File: src/rtl/pipe_pkg.sv
// Shared pipeline-register definitions: per-boundary bundle widths, control-field
// bit positions, slot operation codes and the occupancy encoding reported on count_o.
package pipe_pkg;

  localparam int unsigned IF_ID_CTRL_W  = 8;
  localparam int unsigned IF_ID_DATA_W  = 64;
  localparam int unsigned ID_EX_CTRL_W  = 8;
  localparam int unsigned ID_EX_DATA_W  = 143;
  localparam int unsigned EX_MEM_CTRL_W = 5;
  localparam int unsigned EX_MEM_DATA_W = 106;
  localparam int unsigned MEM_WB_CTRL_W = 2;
  localparam int unsigned MEM_WB_DATA_W = 69;

  localparam int unsigned CTRL_REG_WRITE = 0;
  localparam int unsigned CTRL_MEM_TO_REG = 1;
  localparam int unsigned CTRL_MEM_READ  = 2;
  localparam int unsigned CTRL_MEM_WRITE = 3;
  localparam int unsigned CTRL_ALU_OP_LSB = 4;
  localparam int unsigned CTRL_ALU_OP_W  = 2;
  localparam int unsigned CTRL_ALU_SRC   = 6;
  localparam int unsigned CTRL_BRANCH    = 7;

  typedef enum logic [1:0] {
    SLOT_HOLD      = 2'd0,
    SLOT_LOAD_IN   = 2'd1,
    SLOT_LOAD_SKID = 2'd2,
    SLOT_CLEAR     = 2'd3
  } slot_op_e;

  typedef enum logic [1:0] {
    OCC_EMPTY = 2'd0,
    OCC_MAIN  = 2'd1,
    OCC_BOTH  = 2'd2
  } occ_e;

  // The skid slot is only ever filled while main is full, so skid-only is unreachable.
  function automatic occ_e occ_of(input logic main_v, input logic skid_v);
    if (main_v && skid_v) begin
      return OCC_BOTH;
    end else if (main_v || skid_v) begin
      return OCC_MAIN;
    end
    return OCC_EMPTY;
  endfunction

endpackage

File: src/rtl/pipe_skid_slot.sv
// One pipeline entry: valid + control + payload register with load and clear.
// Clear drops valid and control but keeps the payload so the datapath does not toggle.
module pipe_skid_slot #(
  parameter int unsigned CTRL_W = 8,
  parameter int unsigned DATA_W = 143
) (
  input  logic              clk_i,
  input  logic              rst_i,
  input  logic              load_i,
  input  logic              clear_i,
  input  logic [CTRL_W-1:0] ctrl_i,
  input  logic [DATA_W-1:0] data_i,
  output logic              valid_o,
  output logic [CTRL_W-1:0] ctrl_o,
  output logic [DATA_W-1:0] data_o
);

  logic              valid_d, valid_q;
  logic [CTRL_W-1:0] ctrl_d, ctrl_q;
  logic [DATA_W-1:0] data_d, data_q;

  always_comb begin
    valid_d = valid_q;
    ctrl_d  = ctrl_q;
    data_d  = data_q;
    if (clear_i) begin
      valid_d = 1'b0;
      ctrl_d  = '0;
    end else if (load_i) begin
      valid_d = 1'b1;
      ctrl_d  = ctrl_i;
      data_d  = data_i;
    end
  end

  always_ff @(posedge clk_i) begin
    if (!rst_i) begin
      valid_q <= 1'b0;
      ctrl_q  <= '0;
      data_q  <= '0;
    end else begin
      valid_q <= valid_d;
      ctrl_q  <= ctrl_d;
      data_q  <= data_d;
    end
  end

  assign valid_o = valid_q;
  assign ctrl_o  = ctrl_q;
  assign data_o  = data_q;

endmodule

File: src/rtl/pipe_stage_buf.sv
// Parametrised pipeline-stage register with valid/ready, stall, flush and bubble,
// optionally backed by a skid entry so that in_ready_o comes straight from a flop.
module pipe_stage_buf
  import pipe_pkg::*;
#(
  parameter int unsigned CTRL_W = 8,
  parameter int unsigned DATA_W = 143,
  parameter int unsigned SKID   = 1
) (
  input  logic              clk_i,
  input  logic              rst_i,
  input  logic              stall_i,
  input  logic              flush_i,
  input  logic              bubble_i,
  input  logic              in_valid_i,
  output logic              in_ready_o,
  input  logic [CTRL_W-1:0] in_ctrl_i,
  input  logic [DATA_W-1:0] in_data_i,
  output logic              out_valid_o,
  input  logic              out_ready_i,
  output logic [CTRL_W-1:0] out_ctrl_o,
  output logic [DATA_W-1:0] out_data_o,
  output logic [1:0]        count_o
);

  logic              main_valid, skid_valid;
  logic [CTRL_W-1:0] main_ctrl, skid_ctrl, main_ctrl_in;
  logic [DATA_W-1:0] main_data, skid_data, main_data_in;
  logic              accept, emit, main_free;
  slot_op_e          main_op, skid_op;

  // Skid contents take precedence over upstream when main frees up; the upstream
  // cannot be accepted in that cycle anyway because in_ready_o is low.
  always_comb begin
    accept    = in_valid_i & in_ready_o & ~bubble_i & ~stall_i & ~flush_i;
    emit      = main_valid & out_ready_i & ~stall_i & ~flush_i;
    main_free = ~main_valid | emit;
    main_op   = SLOT_HOLD;
    skid_op   = SLOT_HOLD;
    if (flush_i) begin
      main_op = SLOT_CLEAR;
      skid_op = SLOT_CLEAR;
    end else if (!stall_i) begin
      if (main_free) begin
        if (skid_valid) begin
          main_op = SLOT_LOAD_SKID;
          skid_op = SLOT_CLEAR;
        end else if (accept) begin
          main_op = SLOT_LOAD_IN;
        end else begin
          main_op = SLOT_CLEAR;
        end
      end else if (accept) begin
        skid_op = SLOT_LOAD_IN;
      end
    end
  end

  always_comb begin
    main_ctrl_in = in_ctrl_i;
    main_data_in = in_data_i;
    if (main_op == SLOT_LOAD_SKID) begin
      main_ctrl_in = skid_ctrl;
      main_data_in = skid_data;
    end
  end

  pipe_skid_slot #(
    .CTRL_W (CTRL_W),
    .DATA_W (DATA_W)
  ) u_main (
    .clk_i   (clk_i),
    .rst_i   (rst_i),
    .load_i  ((main_op == SLOT_LOAD_IN) || (main_op == SLOT_LOAD_SKID)),
    .clear_i (main_op == SLOT_CLEAR),
    .ctrl_i  (main_ctrl_in),
    .data_i  (main_data_in),
    .valid_o (main_valid),
    .ctrl_o  (main_ctrl),
    .data_o  (main_data)
  );

  if (SKID != 0) begin : g_skid
    pipe_skid_slot #(
      .CTRL_W (CTRL_W),
      .DATA_W (DATA_W)
    ) u_skid (
      .clk_i   (clk_i),
      .rst_i   (rst_i),
      .load_i  (skid_op == SLOT_LOAD_IN),
      .clear_i (skid_op == SLOT_CLEAR),
      .ctrl_i  (in_ctrl_i),
      .data_i  (in_data_i),
      .valid_o (skid_valid),
      .ctrl_o  (skid_ctrl),
      .data_o  (skid_data)
    );
    assign in_ready_o = ~skid_valid;
  end else begin : g_no_skid
    logic unused_skid_op;
    assign skid_valid     = 1'b0;
    assign skid_ctrl      = '0;
    assign skid_data      = '0;
    assign unused_skid_op = ^skid_op;
    assign in_ready_o     = (~main_valid | out_ready_i) & ~stall_i & ~bubble_i;
  end

  assign out_valid_o = main_valid;
  assign out_ctrl_o  = main_valid ? main_ctrl : '0;
  assign out_data_o  = main_data;
  assign count_o     = occ_of(main_valid, skid_valid);

endmodule

File: config.mk
export PLATFORM = sky130hd
export DESIGN_NAME = pipe_stage_buf
export DESIGN_NICKNAME = d
export VERILOG_FILES = /design/src/rtl/pipe_pkg.sv /design/src/rtl/pipe_skid_slot.sv /design/src/rtl/pipe_stage_buf.sv
export SDC_FILE = /design/constraint.sdc
export NUM_CORES = 1
export LEC_CHECK = 0
export ABC_AREA = 1
export CAP_MARGIN = 5
export CORE_ASPECT_RATIO = 0.7
export CORE_MARGIN = 1.5
export CORE_UTILIZATION = 40
export CTS_CLUSTER_SIZE = 24
export DETAILED_ROUTE_END_ITERATION = 8
export PLACE_DENSITY = 0.66
export SYNTH_ARGS = -nofsm -noshare
export SYNTH_HDL_FRONTEND = slang
export SYNTH_SLANG_ARGS = --single-unit
File: constraint.sdc
create_clock -name clk_i -period 4 [get_ports clk_i]
set_input_delay 1.2 -clock clk_i [delete_from_list [all_inputs] [get_ports clk_i]]
set_output_delay 1.2 -clock clk_i [all_outputs]
set_load 0.05 [all_outputs]
==> results of run 1 <==
-- path summary, 6_finish.rpt --
kind                                        from                        endpoint  slack [ps]  cells past startpoint
setup / recovery     u_main.valid_o$_SDFFE_PP0P_                      count_o[1]         660                      2
hold / removal    u_main.data_o[20]$_SDFFE_PN0P_  u_main.data_o[20]$_SDFFE_PN0P_         480                      2
setup reg to reg     u_main.valid_o$_SDFFE_PP0P_  u_main.data_o[47]$_SDFFE_PN0P_        1530                     10
hold reg to reg   u_main.data_o[20]$_SDFFE_PN0P_  u_main.data_o[20]$_SDFFE_PN0P_         480                      2
-- per-stage QoR --
step	cell area (µm²)	power, µW
6_report	17890	8665
5_1_grt	17890	9044
4_1_cts	17890	8748
3_5_place_dp	16830	5680
3_3_place_gp	16830	5658
2_1_floorplan	13400	4870
-- power by group --
part / internal [µW] / switching, µW / total (µW)
Clock: 1840 / 1210 / 3050
Sequential: 3280 / 162 / 3440
Combinational: 779 / 1400 / 2170
-- cell type report --
class,count,area (µm²),area share (%)
clock buffer,49,933.4,5.217
tap,427,534.3,2.986
inverter,312,1174,6.559
timing repair buffer,340,3526,19.71
sequential,304,6086,34.01
antenna,1,2.502,0.01399
multi-input combinational,1093,5512,30.80
clock inverter,5,125.1,0.6993
-- critical path: cells and delay by family, from the launching register on --
family	cells	cell delay (ps)
buffers and inverters	1	790
DFF	1	570
adders and majority gates	1	210
-- Yosys cell counts, drive strengths merged --
| master | number | share of area (%) |
|---|---|---|
| a21boi | 2 | 0.11 |
| buf | 54 | 2.3 |
| clkbuf | 92 | 2.6 |
| dfxtp | 304 | 45 |
| ha | 3 | 0.28 |
| inv | 312 | 8.7 |
| nand2 | 318 | 9.0 |
| nand3 | 154 | 5.8 |
| nor2 | 311 | 8.9 |
| o211ai | 294 | 16 |
| o21a | 1 | 0.056 |
| o21ai | 9 | 0.34 |
| o31ai | 1 | 0.056 |
-- state kept, by name, indices dropped and copies added, names as in the netlist --
register               cells
g_skid.u_skid.ctrl_o       8
u_main.ctrl_o              8
g_skid.u_skid.data_o     143
g_skid.u_skid.valid_o      1
u_main.valid_o             1
u_main.data_o            143
-- metal layers --
| layer | GRT usage (%) | share of wire (%) |
|---|---|---|
| met5 | 0 | 0 |
| met4 | 4.860 | 2.0 |
| met3 | 4.218 | 6.0 |
| met2 | 33.59 | 44 |
| met1 | 30.56 | 48 |
-- cells by family after synthesis --
group,Yosys count,share of synthesized area (%)
simple gates,783,23.63
buf+inv,458,13.64
compound gates,307,17.03
flops,304,45.42
fa+ha+maj,3,0.2801
==> impl_metrics.env, run 1 <==
export IMPL_final_cell_mix="315 x nand2_1, 311 x clkdlybuf4s50_1, 309 x inv_1, 308 x nor2_1, 304 x dfxtp_1"
export IMPL_cts_resized_gates=0
export IMPL_fin_cells=2531
export IMPL_nets=2243
export IMPL_cts_max_path_buffers=3
export IMPL_wire_per_inst_um=15.06
export IMPL_rows=55
export IMPL_drv_slew=0
export IMPL_clk_pin_slew_worst_paths_ps=60
export IMPL_syn_inst=1855
export IMPL_ys_types=22
export IMPL_fp_dieH_um=156.1
export IMPL_max_cap_violations=0
export IMPL_antenna_found_initial=1
export IMPL_path_max_fanout=13
export IMPL_syn_area_per_cell_um2=7.224
export IMPL_io_buffers=312
export IMPL_max_freq_ghz=0.2997
export IMPL_syn2layout_area_growth_pct=33.52
export IMPL_fill_cells=3072
export IMPL_synth_seq_cells=304
export IMPL_setup_viol=0
export IMPL_grt_max_degree=137
export IMPL_cp_arrival_ps=2140
export IMPL_setup_ws_ps=663.8
export IMPL_p_per_area_nw_per_um2=484.3
export IMPL_hold_ws_ps=479.2
export IMPL_crit_path_start_kind="flop"
export IMPL_cts_buffers=31
export IMPL_rsz0062_at_grt="false"
export IMPL_die_width_um=221.8
export IMPL_crit_chain="ha_1 -> clkdlybuf4s50_1"
export IMPL_fin_crit_sh_pct=83.40
export IMPL_layout_commonest_cell="nand2_1"
export IMPL_drcViolationCount=0
export IMPL_initial_core_util_pct=41.08
export IMPL_peakVddDrop_mv=0.2560
export IMPL_viasPerCell=4.976
export IMPL_syn_nets=2016
export IMPL_grt_pass1_wl_um=61930
export IMPL_cts_sinks=304
export IMPL_tritoncts="yes"
export IMPL_status="complete, no violations"
export IMPL_ios=313
export IMPL_hold_class="flop to flop"
export IMPL_cp_required_ps=2800
export IMPL_drtPass1Iterations=5
export IMPL_period_minus_slack_ps=3336
export IMPL_drt_initial_drc_count=985
export IMPL_ys_warn_count=0
export IMPL_grt_usage_pct=21.50
export IMPL_gp_congestion=0.7730
export IMPL_seq_area_frac_synth_pct=45.42
export IMPL_die_area_um2=34630
export IMPL_post_cts_setup_buffer_count=0
export IMPL_place_ws_ps=191.6
export IMPL_clk_latency_ps=560
export IMPL_crit_type="flop to output pin"
export IMPL_timing_slew_headroom_pct=58.39
export IMPL_hold_buffers=0
export IMPL_vias=12590
export IMPL_p_leak_uw=0.007915
export IMPL_htreeDepth=1
export IMPL_ant_nets=0
export IMPL_worst_pin_slew_ps=624.1
export IMPL_dp_cells=2476
export IMPL_drive_gt1_share_pct=4.089
export IMPL_final_setup_skew_ps=10.60
export IMPL_slowest_stage="clkdlybuf4s50_1"
export IMPL_wirelength_um=38120
export IMPL_tns_ps=0
export IMPL_synth_area_um2=13400
export IMPL_max_stage_delay_ps=790
export IMPL_critPathCaptureType="output pin"
export IMPL_final_hold_viol_count=0
export IMPL_coreArea_um2=32620
export IMPL_grt_pass1_vias=11830
export IMPL_grt_ovfl_total=0
export IMPL_final_core_util_pct=54.85
export IMPL_cts_root_buf="clkbuf_16"
export IMPL_hpwlAfterDp_um=24430
(Power assumes the default switching activity.)
==> inputs of run 2 (changes only) <==
Settings changed: PLACE_DENSITY 0.66 to 0.69.
Clock period 4 ns to 2.9 ns, I/O delays scaled along.
==> run 2 against run 1 <==
Against the previous run:
- routed wire length down 0.42%
- clock-buffer cell count is 3 lower
- power increased by 42%
- largest power group unchanged
- highest routed layer unchanged
- largest cell class unchanged
- clock power rose by 45%
- via count grew 2.3%
- non-clock buffer count increased by 38
- first-iteration DRC count rose by 5.6%
- clock skew rose by 13 ps
- critical path depth is 1 lower
- sequential cell count unchanged
==> impl_metrics.env, run 2 (synthesis gave the netlist of run 1 again) <==
export IMPL_cp_top_family="buffers and inverters"
export IMPL_hold_class="flop to flop"
export IMPL_drive_gt1_share_pct=6.247
export IMPL_gp_congestion=0.7979
export IMPL_post_cts_setup_buffer_count=0
export IMPL_crit_chain="clkdlybuf4s50_1"
export IMPL_cp_arrival_ps=1860
export IMPL_max_cap_violations=0
export IMPL_period_minus_slack_ps=2733
export IMPL_critPathCapture="out_valid_o"
export IMPL_wire_per_inst_um=14.74
export IMPL_rsz0062_at_grt="false"
export IMPL_final_hold_viol_count=0
export IMPL_rows=55
export IMPL_peakVddDrop_mv=0.4084
export IMPL_max_stage_delay_ps=850
export IMPL_htreeDepth=1
export IMPL_p_per_area_nw_per_um2=669.8
export IMPL_drv_slew=0
export IMPL_cts_max_path_buffers=3
export IMPL_hpwlAfterDp_um=25610
export IMPL_dp_cells=2514
export IMPL_ant_nets=0
export IMPL_hold_buffers=0
export IMPL_status="complete, no violations"
export IMPL_grt_ovfl_total=0
export IMPL_grt_pass1_wl_um=61800
export IMPL_fp_dieH_um=156.1
export IMPL_fin_cells=2575
export IMPL_p_leak_uw=0.008226
export IMPL_critPathCaptureType="output pin"
export IMPL_vias=12890
export IMPL_antenna_found_initial=3
export IMPL_clk_pin_slew_worst_paths_ps=60
export IMPL_layout_commonest_cell="nand2_1"
export IMPL_drtPass1Iterations=5
export IMPL_io_buffers=312
export IMPL_die_width_um=221.8
export IMPL_nets=2281
export IMPL_rr_startpoint="g_skid.u_skid.valid_o$_SDFFE_PP0N_"
export IMPL_final_cell_mix="315 x nand2_1, 309 x inv_1, 308 x nor2_1, 304 x dfxtp_1, 301 x clkdlybuf4s50_1"
export IMPL_cts_sinks=304
export IMPL_max_freq_ghz=0.3659
export IMPL_clk_latency_ps=570
export IMPL_crit_type="flop to output pin"
export IMPL_die_area_um2=34630
export IMPL_grt_max_degree=85
export IMPL_grt_pass1_vias=12180
export IMPL_r2r_end="u_main.ctrl_o[5]$_SDFFE_PP0P_"
export IMPL_viasPerCell=5.004
export IMPL_cts_root_buf="clkbuf_16"
export IMPL_path_max_fanout=6
export IMPL_grt_usage_pct=21.47
export IMPL_fin_crit_sh_pct=94.24
export IMPL_setup_viol=0
export IMPL_drt_initial_drc_count=1040
export IMPL_critical_path_startpoint="u_main.valid_o$_SDFFE_PP0P_"
export IMPL_slowest_stage="clkdlybuf4s50_1"
export IMPL_wirelength_um=37960
export IMPL_tritoncts="yes"
export IMPL_coreArea_um2=32620
export IMPL_syn2layout_area_growth_pct=36.83
export IMPL_worst_pin_slew_ps=600.2
export IMPL_tns_ps=0
export IMPL_cp_buffers_inverters=1
export IMPL_timing_slew_headroom_pct=59.86
export IMPL_cts_buffers=31
export IMPL_final_setup_skew_ps=23.66
export IMPL_r2r_slack_ps=660
export IMPL_initial_core_util_pct=41.08
export IMPL_crit_cells=1
export IMPL_cp_required_ps=2030
export IMPL_drcViolationCount=0
export IMPL_ios=313
export IMPL_r2r_cells=12
export IMPL_crit_path_start_kind="flop"
[run 2: cell count changes in the layout (fill, tap and decap cells not counted), sizes merged, moves of 2 or more]
cell,previous run,this run
diode,1,3
clkdlybuf4s50,311,301
clkinv,1,4
clkbuf,49,47
inv,312,314
dlygate4sd2,0,10
buf,29,66
[run 2: layer usage]
metal | up-vias | share of wire, % | GRT usage [%]
met1 | 5925 | 47 | 30.21
li1 | 6467 | - | -
met4 | 0 | 2.0 | 5.447
met5 | - | 0 | 0
met2 | 440 | 44 | 33.99
met3 | 53 | 7.0 | 3.823
[run 2: report_power, final]
| part | switching, µW | total [µW] | internal [µW] |
|---|---|---|---|
| Combinational | 1950 | 3110 | 1160 |
| Clock | 1710 | 4420 | 2710 |
| Sequential | 217 | 4740 | 4530 |
| Total | 3880 | 12300 | 8400 |
[run 2: final cells by class]
cell class / count / area, µm²
multi-input cells: 1093 / 5512
flip-flops and latches: 304 / 6086
repair buffers: 378 / 3872
clock inverters: 12 / 197.7
well taps: 427 / 534.3
inverters: 312 / 1174
fillers: 2971 / 14280
diodes: 3 / 7.507
clock buffers: 46 / 952.2
[run 2: stage by stage]
step	worst slack (ps)	power [µW]	utilization, %	hold slack (ps)	instance area, µm²
finish	167.1	12280	56.21	480.2	18340
CTS	123.0	12390	56.19	483.7	18330
global placement	-266.4	7902	52.70	459.7	17190
detailed placement	-322.1	7937	52.70	463.8	17190
floorplan	269.1	6717	-	449.5	13400
global route	44.90	12800	56.21	495.3	18340
[run 2: repair_timing]
item | 4_1_cts | 5_1_grt
endpoints found under the hold margin | 0 | 0
gates resized for setup | 10 | 0
setup endpoints to repair | 10 | 0
[run 2: worst reg2reg max path, stage by stage (launching register included)]
cell      delay (ps)
dfxtp_1          380
inv_2             80
nand3_1           80
nor2_1            60
o31ai_1          310
buf_4            210
ha_4             250
buf_12           260
inv_1            190
nand2_1          100
nand3_1           70
o211ai_1          90
inv_1             60
[run 2: worst min path at each step]
stage               slack, ps                                  start                                    end  cells after the start
floorplan                 450          u_main.ctrl_o[0]$_SDFFE_PP0P_          u_main.ctrl_o[0]$_SDFFE_PP0P_                      2
global placement          460          u_main.data_o[0]$_SDFFE_PN0P_          u_main.data_o[0]$_SDFFE_PN0P_                      2
detailed placement        460         u_main.data_o[23]$_SDFFE_PN0P_         u_main.data_o[23]$_SDFFE_PN0P_                      2
CTS                       480         u_main.data_o[23]$_SDFFE_PN0P_         u_main.data_o[23]$_SDFFE_PN0P_                      2
global route              500  g_skid.u_skid.data_o[76]$_SDFFE_PN0P_  g_skid.u_skid.data_o[76]$_SDFFE_PN0P_                      2
finish                    480        u_main.data_o[133]$_SDFFE_PN0P_        u_main.data_o[133]$_SDFFE_PN0P_                      2
